==> config.mk <==
export PLATFORM = sky130hd
export DESIGN_NAME = wordmux_arb
export DESIGN_NICKNAME = d
export VERILOG_FILES = /design/src/rtl/wordmux_arb.sv
export SDC_FILE = /design/constraint.sdc
export NUM_CORES = 1
export LEC_CHECK = 0
export ABC_CLOCK_PERIOD_IN_PS = 5400
export BUFFER_PORTS_ARGS = -buffer_cell sky130_fd_sc_hd__clkbuf_2
export CAP_MARGIN = 25
export CORE_UTILIZATION = 40
export CTS_CLUSTER_SIZE = 25
export DETAILED_ROUTE_END_ITERATION = 10
export GPL_TIMING_DRIVEN = 0
export PLACE_DENSITY_LB_ADDON = 0.1
export SLEW_MARGIN = 30
export SYNTH_ARGS = -nofsm -noshare
export SYNTH_HDL_FRONTEND = slang
export SYNTH_SLANG_ARGS = --single-unit
==> constraint.sdc <==
create_clock -name i_clk -period 5.4 [get_ports i_clk]
set_input_delay 1.08 -clock i_clk [delete_from_list [all_inputs] [get_ports i_clk]]
set_output_delay 1.08 -clock i_clk [all_outputs]
set_load 0.01 [all_outputs]
==> src/rtl/wordmux_arb.sv <==
// Registered one-entry word multiplexer: fixed-select or round-robin choice of one input channel per cycle.
// Optional sticky round-robin lock is built when WORDMUX_ARB_LOCK_EN is defined (adds port i_lock).
module wordmux_arb #(
  parameter int WIDTH    = 16,
  parameter int CHANNELS = 4,
  parameter int SEL_W    = 2
) (
  input  logic                      i_clk,
  input  logic                      i_rst,
  input  logic                      i_mode,
  input  logic [SEL_W-1:0]          i_sel,
  input  logic [CHANNELS*WIDTH-1:0] i_val,
  input  logic [CHANNELS-1:0]       i_valid,
`ifdef WORDMUX_ARB_LOCK_EN
  input  logic                      i_lock,
`endif
  output logic [CHANNELS-1:0]       o_ready,
  output logic [WIDTH-1:0]          o_val,
  output logic                      o_valid,
  input  logic                      i_ready,
  output logic [SEL_W-1:0]          o_grant
);

  localparam int SLOTS = 2 ** SEL_W;

  // Inputs padded out to the full select range so any SEL_W index is in bounds.
  logic [WIDTH-1:0] words [SLOTS];
  logic [SLOTS-1:0] valid_pad;
  logic [SLOTS-1:0] ready_pad;

  genvar gi;
  generate
    for (gi = 0; gi < SLOTS; gi++) begin : g_words
      if (gi < CHANNELS) begin : g_real
        assign words[gi] = i_val[gi*WIDTH +: WIDTH];
      end else begin : g_pad
        assign words[gi] = '0;
      end
    end
  endgenerate

  always_comb begin
    valid_pad = '0;
    valid_pad[CHANNELS-1:0] = i_valid;
  end

  logic [SEL_W-1:0] r_ptr;
  logic [SEL_W-1:0] cand;
  logic             cand_ok;
  logic             ld;
  logic             grant;
  int               idx;

`ifdef WORDMUX_ARB_LOCK_EN
  logic             r_locked;
  logic [SEL_W-1:0] lock_ch;
`endif

  assign ld    = !o_valid || i_ready;
  assign grant = ld && cand_ok;

  always_comb begin
    cand_ok = 1'b0;
    cand    = '0;
    idx     = 0;
    if (!i_mode) begin
      cand = i_sel;
      cand_ok = (int'(i_sel) < CHANNELS) && valid_pad[i_sel];
    end else begin
      // Scan downward so the last hit is the first valid channel at or after r_ptr.
      for (int i = CHANNELS - 1; i >= 0; i--) begin
        idx = int'(r_ptr) + i;
        if (idx >= CHANNELS) idx = idx - CHANNELS;
        if (valid_pad[idx[SEL_W-1:0]]) begin
          cand_ok = 1'b1;
          cand    = idx[SEL_W-1:0];
        end
      end
`ifdef WORDMUX_ARB_LOCK_EN
      if (r_locked) begin
        cand    = lock_ch;
        cand_ok = valid_pad[lock_ch];
      end
`endif
    end
  end

  always_comb begin
    ready_pad = '0;
    if (!i_rst && grant) ready_pad[cand] = 1'b1;
  end

  assign o_ready = ready_pad[CHANNELS-1:0];

  always_ff @(posedge i_clk or posedge i_rst) begin
    if (i_rst) begin
      o_val   <= '0;
      o_grant <= '0;
      o_valid <= 1'b0;
      r_ptr   <= '0;
    end else if (ld) begin
      if (cand_ok) begin
        o_val   <= words[cand];
        o_grant <= cand;
        o_valid <= 1'b1;
        if (i_mode) begin
          r_ptr <= (cand == SEL_W'(CHANNELS - 1)) ? '0 : cand + 1'b1;
        end
      end else begin
        o_valid <= 1'b0;
      end
    end
  end

`ifdef WORDMUX_ARB_LOCK_EN
  always_ff @(posedge i_clk or posedge i_rst) begin
    if (i_rst) begin
      r_locked <= 1'b0;
      lock_ch  <= '0;
    end else if (!i_mode) begin
      r_locked <= 1'b0;
    end else if (grant) begin
      r_locked <= i_lock;
      lock_ch  <= cand;
    end
  end
`endif

endmodule

# Word level (Yosys, flattened, before mapping)
# Cells that the tools add are included.
# W data, S select, Z words.
[word_totals] memories=0 latchBits=0 mem_bits_ro=0 ram_bits=0 reg_bits=21 word_cells=70
[classes] div_mod_pow=0 shift=0 mul=0 reduce_logical=8 n_bitwise=1 eq_ne=1 muxes=36 addsub=8 magnitude_cmp=12
[op_table] operator="$bmux W16 S2" n=1
[op_table] operator="$mux W16" n=2
[op_table] operator="$mux W2" n=14
[op_table] operator="$lt A2 B3 Y1 const B" n=6
[op_table] operator="$ge A3 B3 Y1 const B" n=4
[op_table] operator="$mux W1" n=12
[op_table] operator="$bmux W1 S2" n=5
[op_table] operator="$sub A2 B1 Y2 const B" n=4
[op_table] operator="$add A2 B2 Y3 const B" n=2
[op_table] operator="$mux W4" n=1
[op_table] operator="$add A2 B1 Y3 const B" n=1
[op_table] operator="$ge A2 B3 Y1 const B" n=1
[op_table] operator="$logic_and A1 B1 Y1" n=3
[op_table] operator="$not A2 Y3" n=1
[op_table] operator="$reduce_and A3 Y1" n=1
[op_table] operator="$add A2 B1 Y2 const B" n=1
[op_table] operator="$demux W1 S2" n=1
[op_table] operator="$eq A2 B2 Y1 const B" n=1
[op_table] operator="$ge A2 B1 Y1 const B" n=1
[op_table] operator="$logic_not A1 Y1" n=2
[op_table] operator="$reduce_and A2 Y1" n=1
[op_table] operator="$logic_or A1 B1 Y1" n=1

# Logic depth before layout (Yosys ltp)
# Gate-level depths: netlist of the first run.
[logic_depth] depth_word=16 depth_mapped=9 mapped_depth_nobuf=7

# Least setup slack after synthesis of the first run
# OpenSTA, ideal clock, no wires.
[synth_timing] kind="input-to-output" start="input i_valid[2]" end="output o_ready[3]" arrival_ps=2274 required_ps=4320 path_stages=9 path_slack_ps=2046 cell_sequence="o21bai_1 a21oi_1 o21ai_1 a31o_1 buf_6 buf_12 inv_2 ha_1 and3_1"
[synth_between] elab_chain_cells=12 word_cells_on_any_way=28
[synth_lines] element="start: declaration" line_no="13" rtl="input logic [CHANNELS-1:0] i_valid,"
[synth_lines] element="$bmux W1 S2" line_no="74" rtl="if (valid_pad[idx[SEL_W-1:0]]) begin"
[synth_lines] element="$mux W1 (not written as such)" line_no="74"
[synth_lines] element="$mux W2 (4 in series)" line_no="74"
[synth_lines] element="$mux W2" line_no="66" rtl="if (!i_mode) begin"
[synth_lines] element="$lt A2 B3 Y1 (not written as such) or $ge A2 B1 Y1 (tied branches)" line_no="90" rtl="if (!i_rst && grant) ready_pad[cand] = 1'b1;"
[synth_lines] element="$logic_and A1 B1 Y1 (not written as such)" line_no="90"
[synth_lines] element="$mux W1 (not written as such)" line_no="90"
[synth_lines] element="$demux W1 S2" line_no="90"
[synth_lines] element="$mux W4 (*)" line_no="90"
[synth_lines] element="end: declaration" line_no="17" rtl="output logic [CHANNELS-1:0] o_ready,"
# Every way passes the cells marked *; elsewhere a longest branch is shown, timed or not. The select of a mux whose other input is x is not followed.

# Worst setup path in the final report of the first run
[layout_timing] start="input i_valid[1]" end="output o_ready[3]"
# The elaborated chain is that of the path after synthesis.

==> qor.yml, run 1 <==
status:
  status: "finished, final reports clean"
cts:
  clockRootBuffer: "clkbuf_8"
  post_cts_resized: 0
  clock_sinks: 21
  holdBufCountCts: 0
  cts-htree-levels: 1
  cts_made_buffers: 3
  post_cts_buffers: 0
  cts_buffer_depth: 2
  clk_pin_slew_ns: 0.08
  cts_tree: "built"
  worst_skew_pair.late_latency_ns: 0.26
logic_synthesis:
  synth_area_per_cell_sq_um: 12.0
  synth-edff-count: 0
  synthDistinctLibCells: 33
  synthArstFlopShare_pct: 100
  synth_top_family_by_area: "multiplexers"
  synth_compound_area_share_pct: 7.36
  synth_ff_type: "dfrtp_1"
  synth_nets: 208
  synthAdderAreaFrac_pct: 0.783
  synth.area.mux_share_pct: 44.9
  synth_top_area_cell: "dfrtp_1"
  synth_xor_xnor_area_share_pct: 0
  yosys.area_share.simple_pct: 5.64
  ys_top_cells_by_area: "dfrtp_1 33%, mux2i_1 30%, mux2_2 12%"
  syn-cell-area_sq_um: 1600
  yosysMostFrequentCell: "mux2i_1"
  yosysSeqAreaShare_pct: 32.9
  syn_inst: 133
  yosys-top-cells-count: "48 x mux2i_1, 21 x dfrtp_1, 17 x mux2_2"
  ys_ff_latch: 21
  synth_top_area_share_pct: 32.9
  yosysWarnings: 0
worst_setup_path:
  required_ns: 4.32
  reg2reg_from: "r_ptr[1]$_DFFE_PP0P_"
  end_kind: "output port"
  rr_worst_depth: 9
  worstSetupPathType: "input pin to output port"
  startpoint_type: "input pin"
  cp_max_fo: 10
  critPathArrivalTime_ns: 2.69
  startpoint: "i_valid[1]"
floorplanning:
  die_area_sq_um: 4250
  core_area_sq_um: 3740
  die_w_microns: 65.2
  initial_utilization_pct: 42.7
  row_count: 22
  io_pins: 97
  die_h_microns: 65.2
job:
  cap_violations: 0
grt:
  overflow: 0
  antenna_found_initial: 0
  grt_max_degree: 24
  grt_usage_pct: 18.9
  grt_pass1_vias: 1430
  grt_pass1_wl_microns: 6220
placement:
  dp_hpwl_microns: 3090
  place_congestion: 0.656
  placed_cells: 276
  io_buffers: 95
drt:
  viasPerCell: 5.07
  antenna_left: 0
  routedWlPerCell_microns: 13.8
  drt_iter0_markers: 20
  num_vias: 1420
  firstDrtPassIters: 4
  drc: 0
  wl_microns: 3850
sta:
  fin_crit_sh_pct: 69.8
  finalSetupViolCount: 0
  finalCriticalPeriod_ns: 3.77
  fmax_mhz: 265
  worst_clock_skew_ns: 0.00389
  final.setup.tns_ns: 0
  tightest_slew_ns: 0.847
  hold_viol: 0
  relSlewSlack_pct: 43.4
  rsz0062_at_grt: "no"
  slew_viol_final: 0
power:
  ir_drop_mv: 0.296
  power.leakage_nw: 1.20
  pwr_density_cell_nw_per_um2: 349
worst_hold_path:
  worstHoldStart: "o_grant[0]$_DFFE_PP0P_"
  worstHoldPathType: "flip-flop to flip-flop"
  holdPathStages: 1
cells_and_area:
  nFillCells: 348
  final_nets: 308
  drive_gt1_share_pct: 57.8
  final_cells: 280
  antenna_cells: 0
  area_delta_synth_final_pct: 36.4
  multi_input_area_sq_um: 937
  seq_area_sq_um: 526
final cells by class:
class	instances	share of cell area, %
tap	48	2.76
clock buffer	3	1.89
multi-input combinational	97	43.0
timing repair buffer	95	21.8
buffer	9	5.17
clock inverter	1	0.230
sequential	21	24.1
inverter	6	1.03
metal layers:
metal / global-route usage [%] / share of wire [%]
met1: 20.5 / 39
met3: 3.82 / 5.4
met5: 0 / 0
met2: 37.1 / 55
met4: 3.80 / 0.60
critical path, cell delays in order:
cell	delay, ns
clkbuf_2	0.14
o21bai_1	0.16
a21oi_1	0.08
o21ai_1	0.18
a31o_1	0.19
buf_6	0.18
buf_12	0.16
inv_2	0.05
ha_1	0.16
and3_1	0.16
clkbuf_2	0.13
state kept, by name, summed over array words and instances (netlist names):
| register | count |
|---|---|
| o_valid | 1 |
| o_val | 16 |
| r_ptr | 2 |
| o_grant | 2 |
cell usage in the layout, fill, tap and decap left out, types with 2 or more instances in the layout:
cell      count
a21o_1        2
a21oi_1       2
buf_12        3
buf_2         3
buf_6         2
clkbuf_2     95
clkbuf_8      3
dfrtp_1      21
inv_1         3
inv_2         3
mux2_1        2
mux2_2       17
mux2i_1      48
nand2_1       3
nand2b_1      2
nor2_1        2
nor4b_2       2
worst paths after layout:
| path | end | slack, ns |
|---|---|---|
| worst max-delay path | o_ready[3] | 1.63 |
| worst min register to register | o_grant[0]$_DFFE_PP0P_ | 0.49 |
| min in group asynchronous | o_val[0]$_DFFE_PP0P_ | 1.01 |
| worst min-delay path | o_grant[0]$_DFFE_PP0P_ | 0.49 |
| worst max register to register | r_ptr[1]$_DFFE_PP0P_ | 3.33 |
| max in group asynchronous | o_val[5]$_DFFE_PP0P_ | 3.86 |
cell families (layout without fill, tap and decap cells):
kind of cell	count (synthesis)	count (layout)
adder cells (fa/ha/maj)	1	1
AND/OR/NAND/NOR	13	13
multiplexers	68	68
AO/OA/AOI/OAI	15	15
flip-flops	21	21
buffers and inverters	15	114
metrics by stage:
| stage | hold slack [ns] | setup slack, ns | util [%] | power (mW) | cell area (sq um) |
|---|---|---|---|---|---|
| 5_1_grt | 0.530 | 1.53 | 58.2 | 0.812 | 2180 |
| 6_report | 0.494 | 1.63 | 58.2 | 0.761 | 2180 |
| 2_1_floorplan | 0.529 | 2.05 | - | 0.532 | 1600 |
| 3_3_place_gp | 0.470 | 1.71 | 57.0 | 0.649 | 2130 |
| 4_1_cts | 0.497 | 1.64 | 58.2 | 0.771 | 2180 |
| 3_5_place_dp | 0.478 | 1.64 | 57.0 | 0.667 | 2130 |
report_power, final:
part / switching [mW] / internal [mW]
registers: 0.0404 / 0.221
logic: 0.182 / 0.215
clock network: 0.0515 / 0.0514
total: 0.274 / 0.487
(Power assumes the default switching activity.)
==> run 2, diff against run 1 <==
--- a/config.mk
+++ b/config.mk
@@ -5,10 +5,10 @@
 export SDC_FILE = /design/constraint.sdc
 export NUM_CORES = 1
 export LEC_CHECK = 0
-export ABC_CLOCK_PERIOD_IN_PS = 5400
+export ABC_CLOCK_PERIOD_IN_PS = 3460
 export BUFFER_PORTS_ARGS = -buffer_cell sky130_fd_sc_hd__clkbuf_2
 export CAP_MARGIN = 25
-export CORE_UTILIZATION = 40
+export CORE_UTILIZATION = 39
 export CTS_CLUSTER_SIZE = 25
 export DETAILED_ROUTE_END_ITERATION = 10
 export GPL_TIMING_DRIVEN = 0
==> constraint.sdc (replaced) <==
create_clock -name i_clk -period 3.46 [get_ports i_clk]
set_input_delay 0.692 -clock i_clk [delete_from_list [all_inputs] [get_ports i_clk]]
set_output_delay 0.692 -clock i_clk [all_outputs]
set_load 0.01 [all_outputs]
==> run 2 against run 1 <==
Compared with the run above:
- combinational power increased by 57%
- clock-buffer cell count grew 1
- clock skew fell by 0.0025 ns
- final area hardly changed
- register-to-register slack lost 2.0 ns
- sequential power grew 54%
- total power is 56% higher
- sequential share of layout area hardly changed
- utilization fell by 0.88 points
==> qor.yml, run 2 (same netlist as run 1, synthesis figures left out) <==
sta:
  fmax_mhz: 333
  finalSetupViolCount: 0  # unchanged
  slew_viol_final: 0  # unchanged
  fin_crit_sh_pct: 86.8
  hold_viol: 0  # unchanged
  worst_clock_skew_ns: 0.00144  # was 0.00389 ns
  finalCriticalPeriod_ns: 3.00
  relSlewSlack_pct: 44.1  # was 43.4%
  rsz0062_at_grt: "no"  # unchanged
  final.setup.tns_ns: 0  # unchanged
  postLayoutSetupSlackWorst_ns: 0.456  # was 1.63 ns
  tightest_slew_ns: 0.833  # was 0.847 ns
worst_setup_path:
  path_common_cell: "clkbuf_2"  # unchanged
  startpoint: "i_valid[1]"  # unchanged
  endpoint: "o_ready[3]"  # unchanged
  end_kind: "output port"  # unchanged
  rr_worst_depth: 9  # unchanged
  required_ns: 2.77  # was 4.32 ns
  r2r-end: "r_ptr[1]$_DFFE_PP0P_"  # unchanged
  reg2reg_from: "r_ptr[1]$_DFFE_PP0P_"  # unchanged
  worstSetupPathType: "input pin to output port"  # unchanged
  startpoint_type: "input pin"  # unchanged
  crit_chain: "clkbuf_2, o21bai_1, a21oi_1, o21ai_1, a31o_1, buf_6, buf_12, inv_2, ha_1, and3_1, clkbuf_2"  # unchanged
  r2r_setup_slack_ns: 1.37  # was 3.33 ns
  critPathMaxStageDelay_ns: 0.19  # about the same
  cpMaxStageDelayCell: "o21ai_1"  # was a31o_1
  cp_max_fo: 10  # unchanged
  critPathArrivalTime_ns: 2.31  # was 2.69 ns
cells_and_area:
  top_register: "o_val"  # unchanged
  antenna_cells: 0  # unchanged
  largest_reg_flops: 16  # unchanged
  area_delta_synth_final_pct: 36.3  # was 36.4%
  drive_gt1_share_pct: 57.3  # was 57.8%
  final_nets: 308  # unchanged
  multi_input_area_sq_um: 937  # unchanged
  largest_registers: "o_val x16, o_grant x2, r_ptr x2"  # unchanged
  nFillCells: 365  # was 348
  layout_common_cells: "95 x clkbuf_2, 48 x mux2i_1, 21 x dfrtp_1"  # unchanged
  final_common_cell: "clkbuf_2"  # unchanged
  seq_area_sq_um: 526  # unchanged
power:
  swShare_pct: 35.8  # was 36.0%
  p_sw_mw: 0.425  # was 0.274 mW
  comb_power_share_pct: 52.4  # was 52.2%
  seqPwrFrac_pct: 33.9  # was 34.3%
  pwr_density_cell_nw_per_um2: 545  # was 349 nW/um^2
  ir_drop_mv: 0.284  # was 0.296 mV
  power.leakage_nw: 1.20  # about the same
  intPower_mw: 0.762  # was 0.487 mW
  total_power_mw: 1.19  # was 0.761 mW
  pwr-share-clk_pct: 13.7  # was 13.5%
grt:
  grt_pass1_vias: 1350  # was 1,430
  antenna_found_initial: 0  # unchanged
  grt_pass1_wl_microns: 6030  # was 6220 microns
  grt_max_degree: 24  # unchanged
  overflow: 0  # unchanged
  grt_usage_pct: 18.2  # was 18.9%
placement:
  place_congestion: 0.711  # was 0.656
  dp_hpwl_microns: 3010  # was 3090 microns
  post-place-ws_ns: 0.466  # was 1.64 ns
  io_buffers: 95  # unchanged
drt:
  drc: 0  # unchanged
  antenna_left: 0  # unchanged
  firstDrtPassIters: 4  # unchanged
  routedWlPerCell_microns: 13.6  # was 13.8 microns
  num_vias: 1427  # was 1,420
  wl_microns: 3820  # was 3850 microns
  viasPerCell: 5.10  # was 5.07
  drt_iter0_markers: 41  # was 20
cts:
  cts_tree: "built"  # unchanged
  clk_pin_slew_ns: 0.08  # about the same
  holdBufCountCts: 0  # unchanged
  worst_skew_pair.late_latency_ns: 0.26  # about the same
  clockRootBuffer: "clkbuf_8"  # unchanged
  post_cts_resized: 0  # unchanged
  post_cts_buffers: 0  # unchanged
  cts_made_buffers: 3  # unchanged
  cts-htree-levels: 1  # unchanged
  cts_buffer_depth: 2  # unchanged
  clock_sinks: 21  # unchanged
job:
  cap_violations: 0  # unchanged
floorplanning:
  row_count: 22  # unchanged
  die_h_microns: 66.0  # was 65.2 microns
  initial_utilization_pct: 42.1  # was 42.7%
  die_w_microns: 66.0  # was 65.2 microns
  core_area_sq_um: 3800  # was 3740 sq um
  io_pins: 97  # unchanged
  die_area_sq_um: 4360  # was 4250 sq um
worst_hold_path:
  worstHoldStart: "o_grant[0]$_DFFE_PP0P_"  # unchanged
  worstHoldPathType: "flip-flop to flip-flop"  # unchanged
status:
  status: "finished, final reports clean"  # unchanged
[run 2: changes by cell type in the layout (fill, tap and decap cells not counted)]
cell      previous run  this run
inv_1                3         2
clkinv_1             0         1
clkinv_2             1         0
clkbuf_1             0         1
[run 2: cell type report]
type	instances	area share [%]
plain buffers	9	5.17
clock buffers	4	2.07
inverters	6	1.03
multi-input cells	97	43.0
flip-flops and latches	21	24.1
well taps	48	2.76
repair buffers	95	21.8
[run 2: worst min-delay path by stage]
stage                        endpoint  slack [ns]  depth (start not counted)
2_1_floorplan  o_grant[1]$_DFFE_PP0P_        0.53                          1
5_1_grt        o_grant[1]$_DFFE_PP0P_        0.52                          1
3_3_place_gp   o_grant[1]$_DFFE_PP0P_        0.47                          1
4_1_cts        o_grant[0]$_DFFE_PP0P_        0.50                          1
3_5_place_dp   o_grant[0]$_DFFE_PP0P_        0.48                          1
6_report       o_grant[0]$_DFFE_PP0P_        0.49                          1
[run 2: power by group through the flow]
| stage | sequential (mW) | combinational [mW] | clock [mW] |
|---|---|---|---|
| 5_1_grt | 0.416 | 0.678 | 0.177 |
| 4_1_cts | 0.404 | 0.632 | 0.170 |
| 2_1_floorplan | 0.444 | 0.385 | 0 |
| 6_report | 0.402 | 0.623 | 0.163 |
| 3_5_place_dp | 0.408 | 0.631 | 0 |
| 3_3_place_gp | 0.402 | 0.613 | 0 |
[run 2: through the flow]
step | hold slack [ns] | cells | util (%) | area (sq um)
6_report | 0.491 | 280 | 57.3 | 2180
5_1_grt | 0.521 | 280 | 57.3 | 2180
4_1_cts | 0.496 | 280 | 57.3 | 2180
3_5_place_dp | 0.478 | 276 | 56.2 | 2130
3_3_place_gp | 0.469 | 276 | 56.2 | 2130
2_1_floorplan | 0.529 | 133 | - | 1600
[run 2: worst max-delay path, delay by kind of cell]
family | cells | cell delay (ns)
fa+ha+maj | 1 | 0.16
buf+inv | 5 | 0.66
simple gates | 1 | 0.17
compound gates | 4 | 0.62
[run 2: per-layer routing]
metal	share of wire, %	wire (microns)	track usage [%]	up-vias
met2	53	2040	34.4	53
met3	6.1	234	2.93	2
li1	-	-	-	691
met4	0.52	20	4.79	0
met5	0	0	0	-
met1	40	1530	20.9	681
==> run 3, diff against run 2 <==
--- a/config.mk
+++ b/config.mk
@@ -5,10 +5,11 @@
 export SDC_FILE = /design/constraint.sdc
 export NUM_CORES = 1
 export LEC_CHECK = 0
-export ABC_CLOCK_PERIOD_IN_PS = 3460
+export ABC_AREA = 1
+export ABC_CLOCK_PERIOD_IN_PS = 2800
 export BUFFER_PORTS_ARGS = -buffer_cell sky130_fd_sc_hd__clkbuf_2
 export CAP_MARGIN = 25
-export CORE_UTILIZATION = 39
+export CORE_UTILIZATION = 40
 export CTS_CLUSTER_SIZE = 25
 export DETAILED_ROUTE_END_ITERATION = 10
 export GPL_TIMING_DRIVEN = 0
==> constraint.sdc (replaced) <==
create_clock -name i_clk -period 2.8 [get_ports i_clk]
set_input_delay 0.56 -clock i_clk [delete_from_list [all_inputs] [get_ports i_clk]]
set_output_delay 0.56 -clock i_clk [all_outputs]
set_load 0.01 [all_outputs]
==> run 3 against run 2 <==
Compared with the run above:
- combinational power increased to 2.6 times the previous value
- worst setup slack got worse by 0.38 ns
- sequential share of layout area decreased by 3.7 points
- synthesized cell count increased by 120%
- die area increased by 8.8%
- via count increased by 48%
- register-to-register slack got worse by 0.66 ns
==> qor.yml, run 3 <==
status:
  status: "finished, final reports clean"  # unchanged
logic_synthesis:
  synthArstFlopShare_pct: 100  # unchanged
  syn_inst: 294  # was 133
  syn-cell-area_sq_um: 1790  # was 1600 sq um
  synth_ff_type: "dfrtp_1"  # unchanged
  synth-edff-count: 0  # unchanged
  synth_top_area_cell: "dfrtp_1"  # unchanged
  yosysWarnings: 0  # unchanged
  yosysMostFrequentCell: "nand2_1"  # was mux2i_1
  synthDistinctLibCells: 25  # was 33
  synth_area_per_cell_sq_um: 6.08  # was 12.0 sq um
  synth_top_area_share_pct: 29.4  # was 32.9%
  yosys-top-cells-count: "106 x nand2_1, 49 x inv_1, 44 x nand3_1"  # was 48 x mux2i_1, 21 x dfrtp_1, 17 x mux2_2
  synth_nets: 369  # was 208
  ys_ff_latch: 21  # unchanged
  yosysSeqAreaShare_pct: 29.4  # was 32.9%
  ys_top_cells_by_area: "dfrtp_1 29%, nand2_1 22%, nand3_1 12%"  # was dfrtp_1 33%, mux2i_1 30%, mux2_2 12%
cts:
  holdBufCountCts: 0  # unchanged
  cts-htree-levels: 1  # unchanged
  clock_sinks: 21  # unchanged
  cts_buffer_depth: 2  # unchanged
  worst_skew_pair.late_latency_ns: 0.26  # about the same
  cts_tree: "built"  # unchanged
  clockRootBuffer: "clkbuf_8"  # unchanged
  clk_pin_slew_ns: 0.08  # about the same
  cts_made_buffers: 3  # unchanged
sta:
  tightest_slew_ns: 0.852  # was 0.833 ns
  finalCriticalPeriod_ns: 2.72
  rsz0062_at_grt: "yes"  # was no
  fin_hold_ws_ns: 0.340  # was 0.491 ns
  relSlewSlack_pct: 42.8  # was 44.1%
  fmax_mhz: 367
  worst_clock_skew_ns: 0.00810  # was 0.00144 ns
  final.setup.tns_ns: 0  # unchanged
  finalSetupViolCount: 0  # unchanged
  hold_viol: 0  # unchanged
  postLayoutSetupSlackWorst_ns: 0.0771  # was 0.456 ns
  fin_crit_sh_pct: 97.2
  slew_viol_final: 0  # unchanged
power:
  total_power_mw: 2.36  # was 1.19 mW
  ir_drop_mv: 0.535  # was 0.284 mV
  power.leakage_nw: 1.58  # was 1.20 nW
  pwr_density_cell_nw_per_um2: 914  # was 545 nW/um^2
worst_setup_path:
  path_common_cell: "nand2_2"  # was clkbuf_2
  timing.critical_path.buf_inv: 5  # unchanged
  cpMaxStageDelayCell: "dfrtp_2"  # was o21ai_1
  critPathArrivalTime_ns: 2.16  # was 2.31 ns
  cp_max_fo: 7  # was 10
  required_ns: 2.24  # was 2.77 ns
  startpoint_type: "flip-flop"  # was input pin
  end_kind: "output port"  # unchanged
  worstSetupPathType: "flip-flop to output port"  # was input pin to output port
  cp_top_family: "simple AND/OR/NAND/NOR gates"  # was buffers and inverters
  critPathMaxStageDelay_ns: 0.48  # was 0.19 ns
  crit_chain: "buf_6, nand2_2, nand2_2, nand2_4, nand2_2, inv_2, nand2_1, nand3_1, nand2_1, nand2_2, nand2_4, buf_8, buf_4, nor3_2, buf_2"  # was clkbuf_2, o21bai_1, a21oi_1, o21ai_1, a31o_1, buf_6, buf_12, inv_2, ha_1, and3_1, clkbuf_2
drt:
  viasPerCell: 4.63  # was 5.10
  num_vias: 2116  # was 1,427
  routedWlPerCell_microns: 11.5  # was 13.6 microns
  drt_iter0_markers: 102  # was 41
  drc: 0  # unchanged
  wl_microns: 5240  # was 3820 microns
  firstDrtPassIters: 4  # unchanged
  antenna_left: 0  # unchanged
cells_and_area:
  drive_gt1_share_pct: 40.3  # was 57.3%
  largest_registers: "o_val x16, o_grant x2, r_ptr x2"  # unchanged
  final_cells: 457  # was 280
  layout_common_cells: "93 x nand2_1, 92 x clkbuf_2, 47 x inv_1"  # was 95 x clkbuf_2, 48 x mux2i_1, 21 x dfrtp_1
  nFillCells: 429  # was 365
  final_cell_area_sq_um: 2590  # was 2180 sq um
  final_nets: 483  # was 308
  final_common_cell: "nand2_1"  # was clkbuf_2
  largest_reg_flops: 16  # unchanged
  antenna_cells: 0  # unchanged
  top_register: "o_val"  # unchanged
  final_util_pct: 62.4  # was 57.3%
  area_delta_synth_final_pct: 44.8  # was 36.3%
grt:
  overflow: 0  # unchanged
  grt_pass1_vias: 1798  # was 1,350
  grt_pass1_wl_microns: 7980  # was 6030 microns
  antenna_found_initial: 0  # unchanged
  grt_usage_pct: 22.8  # was 18.2%
  grt_max_degree: 23  # was 24
floorplanning:
  initial_utilization_pct: 43.1  # was 42.1%
  die_area_sq_um: 4740  # was 4360 sq um
  row_count: 23  # was 22
  die_w_microns: 68.8  # was 66.0 microns
  die_h_microns: 68.8  # was 66.0 microns
  io_pins: 97  # unchanged
  core_area_sq_um: 4140  # was 3800 sq um
placement:
  io_buffers: 96  # was 95
  dp_hpwl_microns: 3970  # was 3010 microns
  post-place-ws_ns: -0.0996  # was 0.466 ns
  placed_cells: 440  # was 276
  post_dp_cell_area_sq_um: 2330  # was 2130 sq um
  place_congestion: 0.791  # was 0.711
job:
  cap_violations: 0  # unchanged
worst_hold_path:
  worstHoldPathType: "input pin to async pin"  # was flip-flop to flip-flop
==> run 3: cell types whose count changed after synthesis, sizes merged, moves of 3 or more <==
cell | previous run | this run
or2 | 0 | 6
o211ai | 1 | 7
a21oi | 3 | 9
nor3 | 0 | 3
inv | 6 | 53
mux2i | 48 | 0
mux2 | 19 | 0
nor2 | 2 | 20
nand3 | 0 | 46
nand2 | 3 | 113
==> run 3: routing by layer <==
metal	vias to the layer above	wire length, microns	global-route usage (%)
li1	1131	-	-
met1	931	2290	28.3
met2	52	2670	40.2
met3	2	254	5.26
met4	0	27	4.34
met5	-	0	0
==> run 3: path summary, 6_finish.rpt <==
kind,cells after the start,slack (ns),end,startpoint
setup reg to reg,16,0.71,o_val[11]$_DFFE_PP0P_,r_ptr[0]$_DFFE_PP0P_
min in group i_clk,2,0.50,o_grant[0]$_DFFE_PP0P_,o_grant[0]$_DFFE_PP0P_
hold reg to reg,2,0.50,o_grant[0]$_DFFE_PP0P_,o_grant[0]$_DFFE_PP0P_
setup / recovery,15,0.08,o_ready[0],r_ptr[0]$_DFFE_PP0P_
max in group asynchronous,2,2.02,r_ptr[1]$_DFFE_PP0P_,i_rst
hold / removal,2,0.34,o_val[10]$_DFFE_PP0P_,i_rst
==> run 3: logic make-up (layout without fill, tap and decap cells) <==
family	count (synthesis)	after routing	synth area share, %
and+or+nand+nor	188	188	47.0
buffers and inverters	64	177	15.4
DFF	21	21	29.4
AOI/OAI and AO/OA	20	20	7.49
adders and majority gates	1	1	0.700
==> run 3: worst reg2reg max path: cells and delay by family (launching register included) <==
| family | cells | cell delay (ns) |
|---|---|---|
| buffers and inverters | 4 | 0.57 |
| and+or+nand+nor | 12 | 0.94 |
| DFF | 1 | 0.48 |
==> run 3: layout make-up <==
type	count	area [sq um]	area share, %
multi-input cells	209	1070	41.5
repair buffers	110	589	22.8
flip-flops and latches	21	528	20.4
inverters	53	204	7.88
plain buffers	10	82.6	3.19
well taps	50	62.6	2.42
clock buffers	3	41.3	1.60
clock inverters	1	5.00	0.193
==> run 3: repair_timing <==
item,CTS,global route
cloned,0,0
pin swaps,1,13
setup buffers,1,13
endpoints found under the setup margin,4,4
resized for setup,10,29
==> run 3: power by group <==
group	internal [mW]	switching (mW)
combinational	0.659	0.945
sequential	0.457	0.101
clock	0.0992	0.103
total	1.22	1.15
